**src/rtl/lifo_stack.sv**
```systemverilog
// lifo_stack: parametrised LIFO with occupancy count, full/empty flags,
// registered pop data with a valid strobe, overflow/underflow pulses,
// same-cycle push+pop swap and synchronous flush.
module lifo_stack #(
    parameter int WIDTH = 12,
    parameter int DEPTH = 8,
    parameter int CNT_W = $clog2(DEPTH + 1)
) (
    input  logic             clk,
    input  logic             rst,
    input  logic             clear,
    input  logic             push,
    input  logic             pop,
    input  logic [WIDTH-1:0] din,
    output logic [WIDTH-1:0] dout,
    output logic             dout_valid,
    output logic [WIDTH-1:0] top,
    output logic [CNT_W-1:0] count,
    output logic             empty,
    output logic             full,
    output logic             overflow,
    output logic             underflow
);

    // Storage array; contents are deliberately left unreset.
    logic [WIDTH-1:0] mem [DEPTH];

    logic [CNT_W-1:0] count_reg, count_next;
    logic [WIDTH-1:0] dout_reg, dout_next;
    logic             dout_valid_reg, dout_valid_next;
    logic             overflow_reg, overflow_next;
    logic             underflow_reg, underflow_next;

    logic [CNT_W-1:0] top_idx;
    logic [CNT_W-1:0] wr_idx;
    logic             wr_en;
    logic             empty_w;
    logic             full_w;
    logic [WIDTH-1:0] top_data;

    // count doubles as the write pointer; the top entry sits one below it.
    assign empty_w  = (count_reg == '0);
    assign full_w   = (count_reg == CNT_W'(DEPTH));
    assign top_idx  = count_reg - CNT_W'(1);
    assign top_data = empty_w ? '0 : mem[top_idx];

    // Next-state decode: clear beats swap, swap beats push, push beats pop.
    always_comb begin
        count_next      = count_reg;
        dout_next       = dout_reg;
        dout_valid_next = 1'b0;
        overflow_next   = 1'b0;
        underflow_next  = 1'b0;
        wr_en           = 1'b0;
        wr_idx          = count_reg;
        if (clear) begin
            count_next = '0;
        end else if (push && pop) begin
            // Swap: old top leaves on dout, din replaces it. When empty the
            // word simply passes straight through to dout.
            dout_valid_next = 1'b1;
            if (empty_w) begin
                dout_next = din;
            end else begin
                dout_next = mem[top_idx];
                wr_en     = 1'b1;
                wr_idx    = top_idx;
            end
        end else if (push) begin
            if (full_w) begin
                overflow_next = 1'b1;
            end else begin
                wr_en      = 1'b1;
                count_next = count_reg + CNT_W'(1);
            end
        end else if (pop) begin
            if (empty_w) begin
                underflow_next = 1'b1;
            end else begin
                dout_next       = mem[top_idx];
                dout_valid_next = 1'b1;
                count_next      = count_reg - CNT_W'(1);
            end
        end
    end

    // Control state with asynchronous active-low reset.
    always_ff @(posedge clk or negedge rst) begin
        if (!rst) begin
            count_reg      <= '0;
            dout_reg       <= '0;
            dout_valid_reg <= 1'b0;
            overflow_reg   <= 1'b0;
            underflow_reg  <= 1'b0;
        end else begin
            count_reg      <= count_next;
            dout_reg       <= dout_next;
            dout_valid_reg <= dout_valid_next;
            overflow_reg   <= overflow_next;
            underflow_reg  <= underflow_next;
        end
    end

    // One register per entry, written only when selected by wr_idx.
    generate
        for (genvar gi = 0; gi < DEPTH; gi++) begin : g_entry
            // Entry gi captures din on an accepted push or swap aimed at it.
            always_ff @(posedge clk) begin
                if (wr_en && (wr_idx == CNT_W'(gi))) begin
                    mem[gi] <= din;
                end
            end
        end
    endgenerate

    assign dout       = dout_reg;
    assign dout_valid = dout_valid_reg;
    assign top        = top_data;
    assign count      = count_reg;
    assign empty      = empty_w;
    assign full       = full_w;
    assign overflow   = overflow_reg;
    assign underflow  = underflow_reg;

endmodule

```
**config.mk**
```make
export PLATFORM = sky130hd
export DESIGN_NAME = lifo_stack
export DESIGN_NICKNAME = d
export VERILOG_FILES = /design/src/rtl/lifo_stack.sv
export SDC_FILE = /design/constraint.sdc
export NUM_CORES = 1
export LEC_CHECK = 0
export CAP_MARGIN = 20
export CORE_ASPECT_RATIO = 1.4
export CORE_MARGIN = 5
export CORE_UTILIZATION = 45
export CTS_BUF_LIST = sky130_fd_sc_hd__clkbuf_2 sky130_fd_sc_hd__clkbuf_4 sky130_fd_sc_hd__clkbuf_8
export DETAILED_ROUTE_END_ITERATION = 8
export GPL_ROUTABILITY_DRIVEN = 0
export GPL_TIMING_DRIVEN = 0
export HOLD_SLACK_MARGIN = 0.03
export PLACE_DENSITY = 0.66
export SLEW_MARGIN = 10
export SYNTH_ARGS = -nofsm -noshare
export SYNTH_HDL_FRONTEND = slang
export SYNTH_SLANG_ARGS = --single-unit
```
**constraint.sdc**
```tcl
create_clock -name clk -period 3.7 [get_ports clk]
set_input_delay 0.74 -clock clk [delete_from_list [all_inputs] [get_ports clk]]
set_output_delay 0.74 -clock clk [all_outputs]
set_load 0.05 [all_outputs]
```
==> results.md, run 1 <==
Global route:
- The first-pass GRT wire length is 17,500 um.
- After global routing, the most crowded layer is met2.
- Global routing used 30.7% of the available met2 tracks.
- The number of global-route vias before repair is 3,115.
- Global routing used 18.3% of the available tracks.
- After global routing the overflow that remains totals 0.
- Entering global routing, the biggest net connects 20 pins.
- For met1 alone, demand over resource in global routing was 21.8%.
- For met3 alone, demand over resource in global routing was 4.69%.
- The initial antenna violation count is 0.

Critical path:
- The class of the most critical setup path is reg2out.
- The critical path contains buffers and inverters numbering 6 combined.
- The number of cell instances on the worst register-to-register path is 12.
- The biggest fanout along the worst timing path is 10.
- The longest individual stage delay on the worst path is 0.40 ns.
- The capturing element type of the critical path is an output port.
- For the worst setup path, the data arrival time is 2.78 ns.
- By instance count, the cell type seen most on the critical path is buf_4.
- The start point of the critical path is count[0]$_DFFE_PN0P_.
- The critical path crosses 10 cells after its start point.
- The family with the most delay on the worst path is buffers and inverters.
- STA classifies the critical path startpoint as a flop.
- The required time at the endpoint of the critical path is 2.96 ns.
- The slowest cell on the critical path is dfrtp_1.
- The signal on the critical path passes through buf_2 -> buf_4 -> inv_1 -> ha_1 -> buf_4 -> nand3b_2 -> o21ai_2 -> clkbuf_4 -> a22o_1 -> clkdlybuf4s15_2.
- The worst register-to-register path begins at count[0]$_DFFE_PN0P_.

Die:
- The die extent in y is 133 um.
- The floorplan step defined a die boundary enclosing 13,000 sq um.
- The number of placement rows is 45.
- The floorplan core area is 10,700 sq um.
- From left edge to right edge, the die measures 97.8 um.
- For this configuration, the core starts out at a cell density of 45.4%.
- The I/O pin count is 50.

Yosys:
- Of the total synthesized cell area, the portion taken by full adders, half adders and majority gates is 0.515%.
- Multiplexer cells account for 11.6% of the synthesized area.
- Of all cell types, the one taking the most synthesized area is edfxtp_1.
- The most used flip-flop cell after synthesis is edfxtp_1.
- The area of the mapped netlist is 4850 sq um.
- The synthesized design devotes to its leading area cell type 59.4% of total area.
- In the synthesized netlist, the number of instances is 273.
- The library cell with the highest instance count after synthesis is edfxtp_1.
- The number of enable flip-flop cells after synthesis is 96.
- Of the total synthesized cell area, the portion taken by XOR and XNOR cells is 0.180%.
- The per-instance average area after synthesis is 17.8 sq um.
- The flip-flop and latch count after synthesis is 115.
- By area the synthesized netlist is led by edfxtp_1, mux4_2, dfrtp_1.
- Of the synthesized area, sequential elements account for 69.2%.
- The simple logic cell fraction of the synthesized area is 5.03%.
- The post-synthesis net count is 292.
- Yosys printed 0 warnings.
- In the synthesized netlist the async set-or-reset flop fraction comes to 16.5%.
- Counting instances in the post-synthesis netlist gives the leading cell types as edfxtp_1, a22o_1, mux4_2, dfrtp_1, a221o_1.
- By area, the combinational part of the netlist is dominated by multiplexers.
- The synthesized netlist contains 43 unique library cells.
- Summing the areas of all compound-gate instances in the mapped netlist gives 10.6% of the synthesized area.

Min path:
- The path class of the tightest hold or removal check is in2reg.
- The origin of the worst min-delay path is clear.
- The hold path depth is 2.

Clocking:
- The clock slew at the register clock pins of the worst setup and hold paths is 0.07 ns.
- The number of buffers inserted for hold repair after clock tree synthesis is 0.
- The post-CTS setup repair buffer count is 0.
- The level count of the clock H-tree is 4.
- The TritonCTS clock tree is yes.
- The clock reaches the later pin of the worst-skew pair after 0.43 ns.
- Clock tree synthesis found a total of 115 sinks.
- The maximum clock path buffer count is 2.
- The total clock buffers created by CTS is 17.
- The CTS root buffer is clkbuf_8.

Pwr:
- VDD sags by at most 458 uV.
- The power per cell area is 777 nW/um^2.
- The leakage component of the power is 2.09 nW.
- The completed layout was analyzed and its total power is 4.66 mW.

Timing:
- Setup repair after global routing left no endpoint under its margin.
- The final critical-path required period is 3.52 ns.
- In this run the tightest slew margin relative to its limit is 35.5%.
- The max-slew violation count was 0.
- The highest attainable clock frequency is 0.284 GHz.
- At the pin with the least slew margin, the transition time is 0.964 ns.
- The count of final hold-check violations is 0.
- Summed over all failing endpoints, the final setup total negative slack is 0 ns.
- The final number of setup-violating endpoints is 0.
- The ratio of final minimum period to clock period is 95.0%.
- The worst clock skew is 0.00888 ns.

Cells and area:
- After the flow finishes, the layout carries non-filler instances totaling 498.
- From synthesis to final layout, the design area changed by 23.6%.
- The register with the most flip-flops in the layout has 96 of them.
- The filler cell count is 877.
- The post-route netlist has 28.9% of its cells at a drive strength greater than 1.
- The count of inserted antenna diode cells is 0.
- The final layout net count is 363.

Routing:
- The total via count in the routed design is 2,872.
- The mean routed wirelength per cell is 22.6 um.
- The first-pass iteration count of the detailed router is 4.
- After the first detailed-routing iteration, the DRC count stood at 154.
- Wires add up to 11,200 um.
- The post-route antenna net violation count is 0.
- After detailed routing, the number of vias per cell comes to 5.77.
- In the routed design, unresolved DRC markers number 0.

Job:
- The number of maximum-capacitance constraint violations is 0.

Place:
- The port buffer count is 48.
- The total instance count after detailed placement is 466.
- The detailed placer's ending HPWL is 7410 um.

Status:
- The run finished with clean final reports.
layout by cell type (no fill, tap or decap), drive strengths merged, types with 2 or more instances in the layout:
| cell | count |
|---|---|
| edfxtp | 96 |
| clkdlybuf4s50 | 35 |
| a22o | 26 |
| mux4 | 24 |
| buf | 24 |
| clkbuf | 23 |
| dfrtp | 19 |
| a221o | 12 |
| nor3 | 10 |
| nor2 | 9 |
| clkinv | 8 |
| inv | 7 |
| clkdlybuf4s15 | 6 |
| o21ai | 6 |
| nor2b | 5 |
| a21oi | 5 |
| and3 | 4 |
| clkinvlp | 4 |
| bufinv | 3 |
| nand3b | 3 |
| nand2b | 2 |
| a22oi | 2 |
| o31ai | 2 |
| nand2 | 2 |
| ha | 2 |
| and2 | 2 |
report_power, final:
| group | switching [mW] | leakage (nW) | total [mW] | internal, mW |
|---|---|---|---|---|
| combinational | 1.20 | 0.787 | 1.91 | 0.705 |
| sequential | 0.0603 | 1.11 | 1.58 | 1.52 |
| clock | 0.512 | 0.195 | 1.17 | 0.657 |
| total | 1.77 | 2.09 | 4.66 | 2.89 |
kinds of logic after synthesis:
family	Yosys count
flip-flops	115
AO/OA/AOI/OAI	60
multiplexers	26
AND/OR/NAND/NOR	42
adder cells (fa/ha/maj)	2
XOR/XNOR	1
buffers and inverters	27
metal layers:
| layer | up-vias | part of all wire, % |
|---|---|---|
| met5 | - | 0 |
| met4 | 0 | 2.0 |
| met3 | 18 | 5.1 |
| met2 | 100 | 53 |
| met1 | 1479 | 40 |
| li1 | 1275 | - |
through the flow:
stage	utilization (%)	setup slack, ns	cell area [sq um]	hold slack (ns)
3_3_place_gp	51.5	-0.820	5510	0.592
4_1_cts	56.2	-0.0158	6010	0.570
3_5_place_dp	52.2	-0.399	5580	0.597
5_1_grt	56.1	0.0165	6000	0.590
6_report	56.1	0.184	6000	0.597
2_1_floorplan	-	0.0738	4850	0.444
path summary, 6_finish.rpt:
check                                       end  slack, ns
max                                      top[3]       0.18
min                        count[0]$_DFFE_PN0P_       0.60
max reg2reg                 mem[6][8]$_DFFE_PP_       0.36
min reg2reg                 dout[9]$_DFFE_PN0P_       0.63
max in group asynchronous   dout[5]$_DFFE_PN0P_       2.26
min in group asynchronous  dout[11]$_DFFE_PN0P_       0.84
final cells by class:
cell class	instances	area [sq um]	area share (%)
sequential	115	3360	56.0
multi-input combinational	131	1390	23.1
timing repair buffer	52	505	8.43
clock buffer	17	234	3.90
tap	141	176	2.94
clock inverter	15	166	2.77
buffer	20	145	2.42
inverter	7	26.3	0.438
what timing repair did:
| item | 4_1_cts | 5_1_grt |
|---|---|---|
| resized for setup | 48 | 14 |
| pin swaps | 0 | 0 |
| gates cloned | 0 | 0 |
| endpoints found under the setup margin | 13 | 12 |
(Power assumes the default switching activity.)
==> run 2, diff against run 1 <==
--- a/config.mk
+++ b/config.mk
@@ -6,15 +6,18 @@
 export NUM_CORES = 1
 export LEC_CHECK = 0
 export CAP_MARGIN = 20
+export CELL_PAD_IN_SITES_DETAIL_PLACEMENT = 1
+export CELL_PAD_IN_SITES_GLOBAL_PLACEMENT = 1
 export CORE_ASPECT_RATIO = 1.4
 export CORE_MARGIN = 5
 export CORE_UTILIZATION = 45
 export CTS_BUF_LIST = sky130_fd_sc_hd__clkbuf_2 sky130_fd_sc_hd__clkbuf_4 sky130_fd_sc_hd__clkbuf_8
+export CTS_CLUSTER_DIAMETER = 60
 export DETAILED_ROUTE_END_ITERATION = 8
 export GPL_ROUTABILITY_DRIVEN = 0
 export GPL_TIMING_DRIVEN = 0
 export HOLD_SLACK_MARGIN = 0.03
-export PLACE_DENSITY = 0.66
+export PLACE_DENSITY_LB_ADDON = 0.1
 export SLEW_MARGIN = 10
 export SYNTH_ARGS = -nofsm -noshare
 export SYNTH_HDL_FRONTEND = slang
==> run 2 against run 1 <==
Count of clock-buffer cells in the layout increased by 2. Largest cell class unchanged. First-iteration DRC count increased by 25%. Critical path type unchanged. Core utilization about the same. Critical endpoint is now top[10]. Non-clock buffer count increased by 2.
==> results.md, run 2 (synthesis results as in run 1) <==
Pwr:
- In this run the power spent charging and discharging nets is 1.81 mW.
- The register share of total power is 34.1%.
- The internal portion of the total power is 2.84 mW.
- The design draws 4.65 mW.
- The share of power burned in the clock network is 24.2%.
- Summed over all cells, the static leakage comes to 2.10 nW.
- Combinational logic burns 41.7% of the power.
- Power spread over the standard cell area amounts to 775 nW/um^2.
- The fraction of power spent switching nets is 38.9%.
- IR analysis of the VDD net gives a maximum drop of 375 uV.

Timing:
- The max-slew violation count is 0.
- Setup violations remaining at the end of the flow were counted as 0.
- Based on the critical path, the design can be clocked at up to 0.287 GHz.
- The clock arrives with 0.0125 ns of skew.
- The count of final hold-check violations was 0.
- The worst pin sits at a relative slew slack of 45.3%.
- The worst path in the final design needs a cycle of 3.49 ns, including I/O delays and setup.
- The final worst slack is 0.211 ns.
- After routing, the total negative slack on setup checks comes to 0 ns.
- The ratio of final minimum period to clock period is 94.3%.
- The final worst hold slack is 0.610 ns.
- At the pin with the least slew margin, the transition time is 0.816 ns.
- Setup repair after global routing left no endpoint under its margin.

Routing:
- The detail route stage leaves a number of antenna-violating nets equal to 0.
- After the first detailed-routing iteration, the DRC count stood at 192.
- The first detailed-routing pass took 4 iterations.
- For this block, the routed nets add up to 12,400 um of wire.
- The via-per-instance ratio is 5.82.
- After detailed routing, the number of remaining DRC violations is 0.
- The total via count in the routed design is 2,911.
- In the final routed layout, each cell accounts on average for 24.7 um.

Clocking:
- The H-tree was split into 4 levels.
- After clock tree synthesis, the clock-pin slew on the worst setup and hold paths is 0.07 ns.
- Clock tree synthesis inserted a total of 17 buffers.
- The CTS root buffer is clkbuf_8.
- The post-CTS setup repair buffer count is 0.
- The post-cts resize count is 52.
- The number of buffers inserted for hold repair after clock tree synthesis is 0.
- The number of sinks handled by clock tree synthesis is 115.
- No sink is reached through more buffers than the 2 on the longest clock path.
- TritonCTS built the clock tree.
- The clock latency reported for the late side of the worst-skew pair is 0.42 ns.

Min path:
- The hold path depth is 2.
- In this run the worst hold path is classified as reg2reg.
- The origin of the worst min-delay path is dout[6]$_DFFE_PN0P_.
- For hold timing, the worst endpoint is dout[6]$_DFFE_PN0P_.

Global route:
- For this run, the total global-route usage over all layers was measured as 20.0%.
- Entering global routing, the biggest net connects 20 pins.
- The number of global-route vias before repair is 3,147.
- The total congestion overflow after global routing is 0.
- The initial antenna violation count is 0.
- The first global-routing pass estimated 19,100 um of wire.

Die:
- The die covers 13,000 sq um.
- The I/O pin count is 50.
- The initial utilization of the core area, before any placement, comes to 45.4%.
- The die extent in y is 133 um.
- The floorplan core area is 10,700 sq um.
- The die extent in x is 97.8 um.
- The number of placement rows is 45.

Place:
- The placed instances occupy a cell area of 5580 sq um.
- The total instance count after detailed placement is 467.
- The detailed placer's ending HPWL is 8050 um.
- Buffers placed on the I/O ports in this run total 48.
- Timing analysis after detailed placement gives a worst setup slack of -0.462 ns.

Cells and area:
- The number of flip-flops under the largest register name is 96.
- Leaving out fill and tap cells, the most frequent cell in the layout is edfxtp_1.
- At the end of the flow, the number of nets in the layout was 365.
- In the final layout, the multi-input gates occupy 1390 sq um.
- Excluding fillers, the count of instances in the completed layout stands at 500.
- After routing the design area is 5990 sq um.
- The area growth from synthesis to layout is 23.5%.
- The register cell area after layout is 3360 sq um.
- In the layout the commonest cells are edfxtp_1, clkdlybuf4s50_1, a22o_1.
- Cells with a size suffix above 1 make up 29.2% of the layout.
- The layout has 1,013 filler cells.
- 0 antenna diodes ended up in the layout.
- The post-layout utilization of the core is 56.0%.

Critical path:
- The category of the worst setup path launch point is a flop.
- For the worst flop-to-flop path, the logic depth is 10.
- The capturing point of the worst reg2reg path is mem[3][8]$_DFFE_PP_.
- The capturing element type of the critical path is an output port.
- The required time at the endpoint of the critical path is 2.96 ns.
- The slowest cell on the critical path is dfrtp_1.
- The launching point of the worst reg2reg path is count[0]$_DFFE_PN0P_.
- The worst endpoint data arrival time is 2.75 ns.
- The worst register-to-register path has a setup slack of 0.42 ns.
- The worst setup path is of the reg2out kind.
- The critical path goes through buf_2 -> buf_6 -> inv_1 -> ha_1 -> buf_4 -> clkbuf_8 -> mux4_2 -> a22o_1 -> buf_2.
- Counting stages on the worst path, the most repeated cell is buf_2.
- The longest individual stage delay on the worst path is 0.37 ns.
- The biggest fanout along the worst timing path is 10.

Status:
- The run finished with clean final reports.

Job:
- The tool flagged a number of max-cap violations equal to 0.
[run 2: final cells by class]
| cell class | count | share of cell area [%] |
|---|---|---|
| well taps | 141 | 2.94 |
| clock inverters | 13 | 2.28 |
| plain buffers | 20 | 2.42 |
| multi-input cells | 131 | 23.1 |
| inverters | 7 | 0.438 |
| flip-flops and latches | 115 | 56.0 |
| clock buffers | 19 | 4.15 |
| repair buffers | 54 | 8.62 |
[run 2: worst max path at each step]
stage,startpoint,endpoint,slack (ns),cells after the start
floorplan,count[0]$_DFFE_PN0P_,mem[6][0]$_DFFE_PP_,0.07,11
global placement,count[0]$_DFFE_PN0P_,mem[4][4]$_DFFE_PP_,-0.83,8
detailed placement,count[0]$_DFFE_PN0P_,top[8],-0.46,9
CTS,count[0]$_DFFE_PN0P_,top[8],-0.02,9
global route,count[0]$_DFFE_PN0P_,top[10],0.04,9
finish,count[0]$_DFFE_PN0P_,top[10],0.21,9
[run 2: per-layer routing]
metal | track usage [%] | vias up | part of all wire, %
li1 | - | 1280 | -
met1 | 25.0 | 1549 | 41
met2 | 35.0 | 69 | 54
met3 | 4.06 | 13 | 3.8
met4 | 6.24 | 0 | 1.2
met5 | 0 | - | 0
[run 2: power groups by stage]
| stage | clock network (mW) | registers, mW | logic [mW] |
|---|---|---|---|
| final | 1.12 | 1.59 | 1.94 |
| after global routing | 1.22 | 1.60 | 2.04 |
| after CTS | 1.15 | 1.59 | 1.97 |
| after detailed placement | 0 | 1.61 | 1.96 |
| after global placement | 0 | 1.61 | 1.93 |
| after floorplan | 0 | 1.85 | 1.08 |
[run 2: worst max-delay path: cells and delay by family (launching register included)]
kind / cells / cell delay (ns)
DFF: 1 / 0.37
AOI/OAI and AO/OA: 1 / 0.23
muxes: 1 / 0.32
buffers and inverters: 6 / 1.10
adders and majority gates: 1 / 0.29
==> run 3, diff against run 2 <==
--- a/config.mk
+++ b/config.mk
@@ -14,10 +14,12 @@
 export CTS_BUF_LIST = sky130_fd_sc_hd__clkbuf_2 sky130_fd_sc_hd__clkbuf_4 sky130_fd_sc_hd__clkbuf_8
 export CTS_CLUSTER_DIAMETER = 60
 export DETAILED_ROUTE_END_ITERATION = 8
+export DONT_BUFFER_PORTS = 1
 export GPL_ROUTABILITY_DRIVEN = 0
 export GPL_TIMING_DRIVEN = 0
 export HOLD_SLACK_MARGIN = 0.03
 export PLACE_DENSITY_LB_ADDON = 0.1
+export SETUP_SLACK_MARGIN = 0.15
 export SLEW_MARGIN = 10
 export SYNTH_ARGS = -nofsm -noshare
 export SYNTH_HDL_FRONTEND = slang
==> run 3 against run 2 <==
Combinational power down 20%. Power shrank 1.6%. First-iteration DRC count rose by 35%. Sequential cell count stayed put. Setup slack lost 0.0022 ns. Critical endpoint is now mem[6][1]$_DFFE_PP_. Hold slack worse by 0.49 ns. Sequential power up 17%. Core utilization decreased by 2.9 points. Clock power increased by 4%. Clock skew down 0.0014 ns. Via count is 5.6% lower.
==> results.md, run 3 (synthesis results as in run 1) <==
Global route:
- The number of global-route vias before repair came to 2,936.
- The total global routing track utilization is 20.0%.
- Global routing used 6.07% of the available met3 tracks.
- Entering global routing, the biggest net connects 20 pins.
- The first-pass GRT wire length is 18,700 um.
- Global routing consumed, on the met2 layer, 34.2% of the routing resources.
- The layer flagged by global routing as most heavily used is met2.
- After global routing the overflow that remains totals 0.
- The initial antenna violation count is 0.
- In the global route stage, met1 resource usage came out at 23.9%.

Pwr:
- The internal power of the cells is 2.78 mW.
- The power per cell area is 804 nW/um^2.
- The register share of total power is 40.6%.
- The share of power burned in the clock network is 25.5%.
- Across the VDD grid, the largest voltage drop is 448 uV.
- The leakage component of the power is 1.97 nW.
- Combinational logic burns 33.8% of the power.
- In this run the power spent charging and discharging nets is 1.79 mW.
- Of the total power, the share spent switching nets is 39.2%.

Critical path:
- Across all register-to-register paths, the minimum setup slack is 0.21 ns.
- STA classifies the critical path endpoint as a flop.
- Grouping stages by cell kind, the critical path spends the most delay in buffers and inverters.
- The largest single stage delay on the critical path is 0.64 ns.
- The number of cell instances on the worst register-to-register path is 12.
- The launching point of the worst reg2reg path is count[0]$_DFFE_PN0P_.
- The capturing point of the worst reg2reg path is mem[6][1]$_DFFE_PP_.
- The critical path in this run is classified as reg2reg.
- The signal on the critical path passes through buf_6 -> buf_6 -> inv_1 -> ha_1 -> buf_4 -> or3b_1 -> buf_6 -> inv_2 -> o21ai_1 -> o31a_1 -> nor3_2 -> buf_6.
- Data on the critical path is required at its endpoint by 3.83 ns.
- The category of the worst setup path launch point is a flop.
- The biggest fanout along the worst timing path is 10.
- The cell seen most often among critical-path stages is buf_6.
- The slowest stage of the critical path is the nor3_2 cell.
- The worst endpoint data arrival time is 3.62 ns.
- The count of buffer and inverter cells on the critical path is 7.

Cells and area:
- For this run, the post-layout net count is 320.
- The leading cell type in the layout, fill and taps excluded is edfxtp_1.
- The area growth from synthesis to layout is 17.2%.
- Leaving out fill and tap cells, the most frequent cells in the layout are edfxtp_1, mux4_2, clkbuf_8.
- The register with the most flip-flops in the layout has 96 of them.
- The repair_antennas step left the layout with diodes totalling 0.
- The ratio of cells with drive above 1 in the final layout is 35.7%.

Place:
- Detailed placement finished with a half-perimeter wire length of 7880 um.
- Prior to clock tree synthesis, the placed netlist has a worst setup slack of -0.431 ns.
- Buffers placed on the I/O ports in this run total 0.

Timing:
- Clock skew on the completed layout was measured at 0.0111 ns.
- The smallest clock period supported by the final layout is computed as 3.49 ns.
- The final worst hold slack is 0.120 ns.
- The max-slew violation count is 0.
- Setup repair after global routing could not meet its margin everywhere.
- For the pin with the worst max-slew slack, the measured transition is 0.792 ns.
- Once routing completed, OpenROAD measured the worst setup slack at 0.208 ns.
- The highest attainable clock frequency is 0.286 GHz.
- Setup violations remaining at the end of the flow were counted as 0.
- The count of final hold-check violations came to 0.
- The headroom to the max-slew limit is 47.2%.
- Of the available clock period, the critical path in the final layout requires 94.4%.

Routing:
- Detailed routing inserted a total of 2,748 vias.
- The post-route antenna net violation count is 0.
- The number of DRC markers after the initial detailed-route iteration is 260.
- In the routed layout, each cell is associated on average with a via count of 6.04.
- The first TritonRoute pass finished after 4 iterations.
- The final routed DRC violation total is 0.
- The post-detailed-routing wire length is 12,300 um.
- Dividing the detail-routed wire length by the instance count gives 27.1 um.

Die:
- The number of placement rows is 45.
- From bottom edge to top edge, the die measures 133 um.
- The die extent in x is 97.8 um.
- The I/O pin count is 50.
- The initial utilization of the core area, before any placement, comes to 45.4%.
- In this run the standard cell core region covers 10,700 sq um.
- The die covers 13,000 sq um.

Clocking:
- The number of clock buffers added by TritonCTS is 17.
- The TritonCTS clock tree is yes.
- CTS placed an instance of clkbuf_8 at the clock tree root.
- The clock drives 115 sinks.
- The level count of the clock H-tree is 4.
- The maximum clock path buffer count is 2.
- The clock latency reported for the late side of the worst-skew pair is 0.43 ns.
- Clock-pin slew was measured on the worst setup and hold paths at 0.08 ns.

Job:
- Max-cap violations in this run came to 0.

Min path:
- The worst hold path belongs to the class in2async.

Status:
- The flow ran to the end, and the final reports show no timing, DRC or antenna violations.
==> run 3: power by group through the flow <==
stage               Combinational [mW]  Clock [mW]  Sequential, mW
detailed placement                1.35           0            1.89
global placement                  1.33           0            1.89
finish                            1.55        1.17            1.86
floorplan                         1.09           0            1.85
CTS                               1.45        1.19            1.86
global route                      1.64        1.25            1.87
==> run 3: layout make-up <==
class                           count  area (sq um)
Fill cell                         985          5010
Sequential cell                   115          3360
Multi-Input combinational cell    131          1460
Clock buffer                       17           234
Tap cell                          141           176
Buffer                             20           166
Clock inverter                     15           165
Timing Repair Buffer                9           104
Inverter                            7          26.3
==> run 3: worst max-delay path by stage <==
stage	start	cells past startpoint	slack, ns	endpoint
5_1_grt	count[0]$_DFFE_PN0P_	12	0.05	mem[6][10]$_DFFE_PP_
6_report	count[0]$_DFFE_PN0P_	12	0.21	mem[6][1]$_DFFE_PP_
3_5_place_dp	count[0]$_DFFE_PN0P_	8	-0.43	mem[2][3]$_DFFE_PP_
2_1_floorplan	count[0]$_DFFE_PN0P_	10	0.17	mem[5][0]$_DFFE_PP_
4_1_cts	count[0]$_DFFE_PN0P_	8	0.12	top[8]
3_3_place_gp	count[0]$_DFFE_PN0P_	8	-1.19	mem[5][3]$_DFFE_PP_
==> run 3: repair_timing <==
item                       CTS  global route
setup buffers                0             4
hold endpoints to repair    19             0
pin swaps                    1             0
gates resized for setup     35            11
hold buffers                 1             0
setup endpoints to repair  108            76
==> run 3: stage by stage <==
step / setup TNS, ns / util, % / power, mW / cell area [sq um] / std cells
after detailed placement: -26.23 / 47.6 / 3.24 / 5090 / 418
after CTS: 0 / 52.3 / 4.50 / 5600 / 451
after global placement: -44.14 / 47.2 / 3.22 / 5050 / 414
final: 0 / 53.2 / 4.57 / 5690 / 455
after global routing: 0 / 53.2 / 4.76 / 5690 / 455
after floorplan: 0 / - / 2.94 / 4870 / 273
==> run 3: per-layer routing <==
| metal | up-vias | part of all wire (%) |
|---|---|---|
| met3 | 18 | 6.0 |
| met2 | 81 | 52 |
| li1 | 1185 | - |
| met5 | - | 0 |
| met4 | 0 | 2.0 |
| met1 | 1464 | 40 |
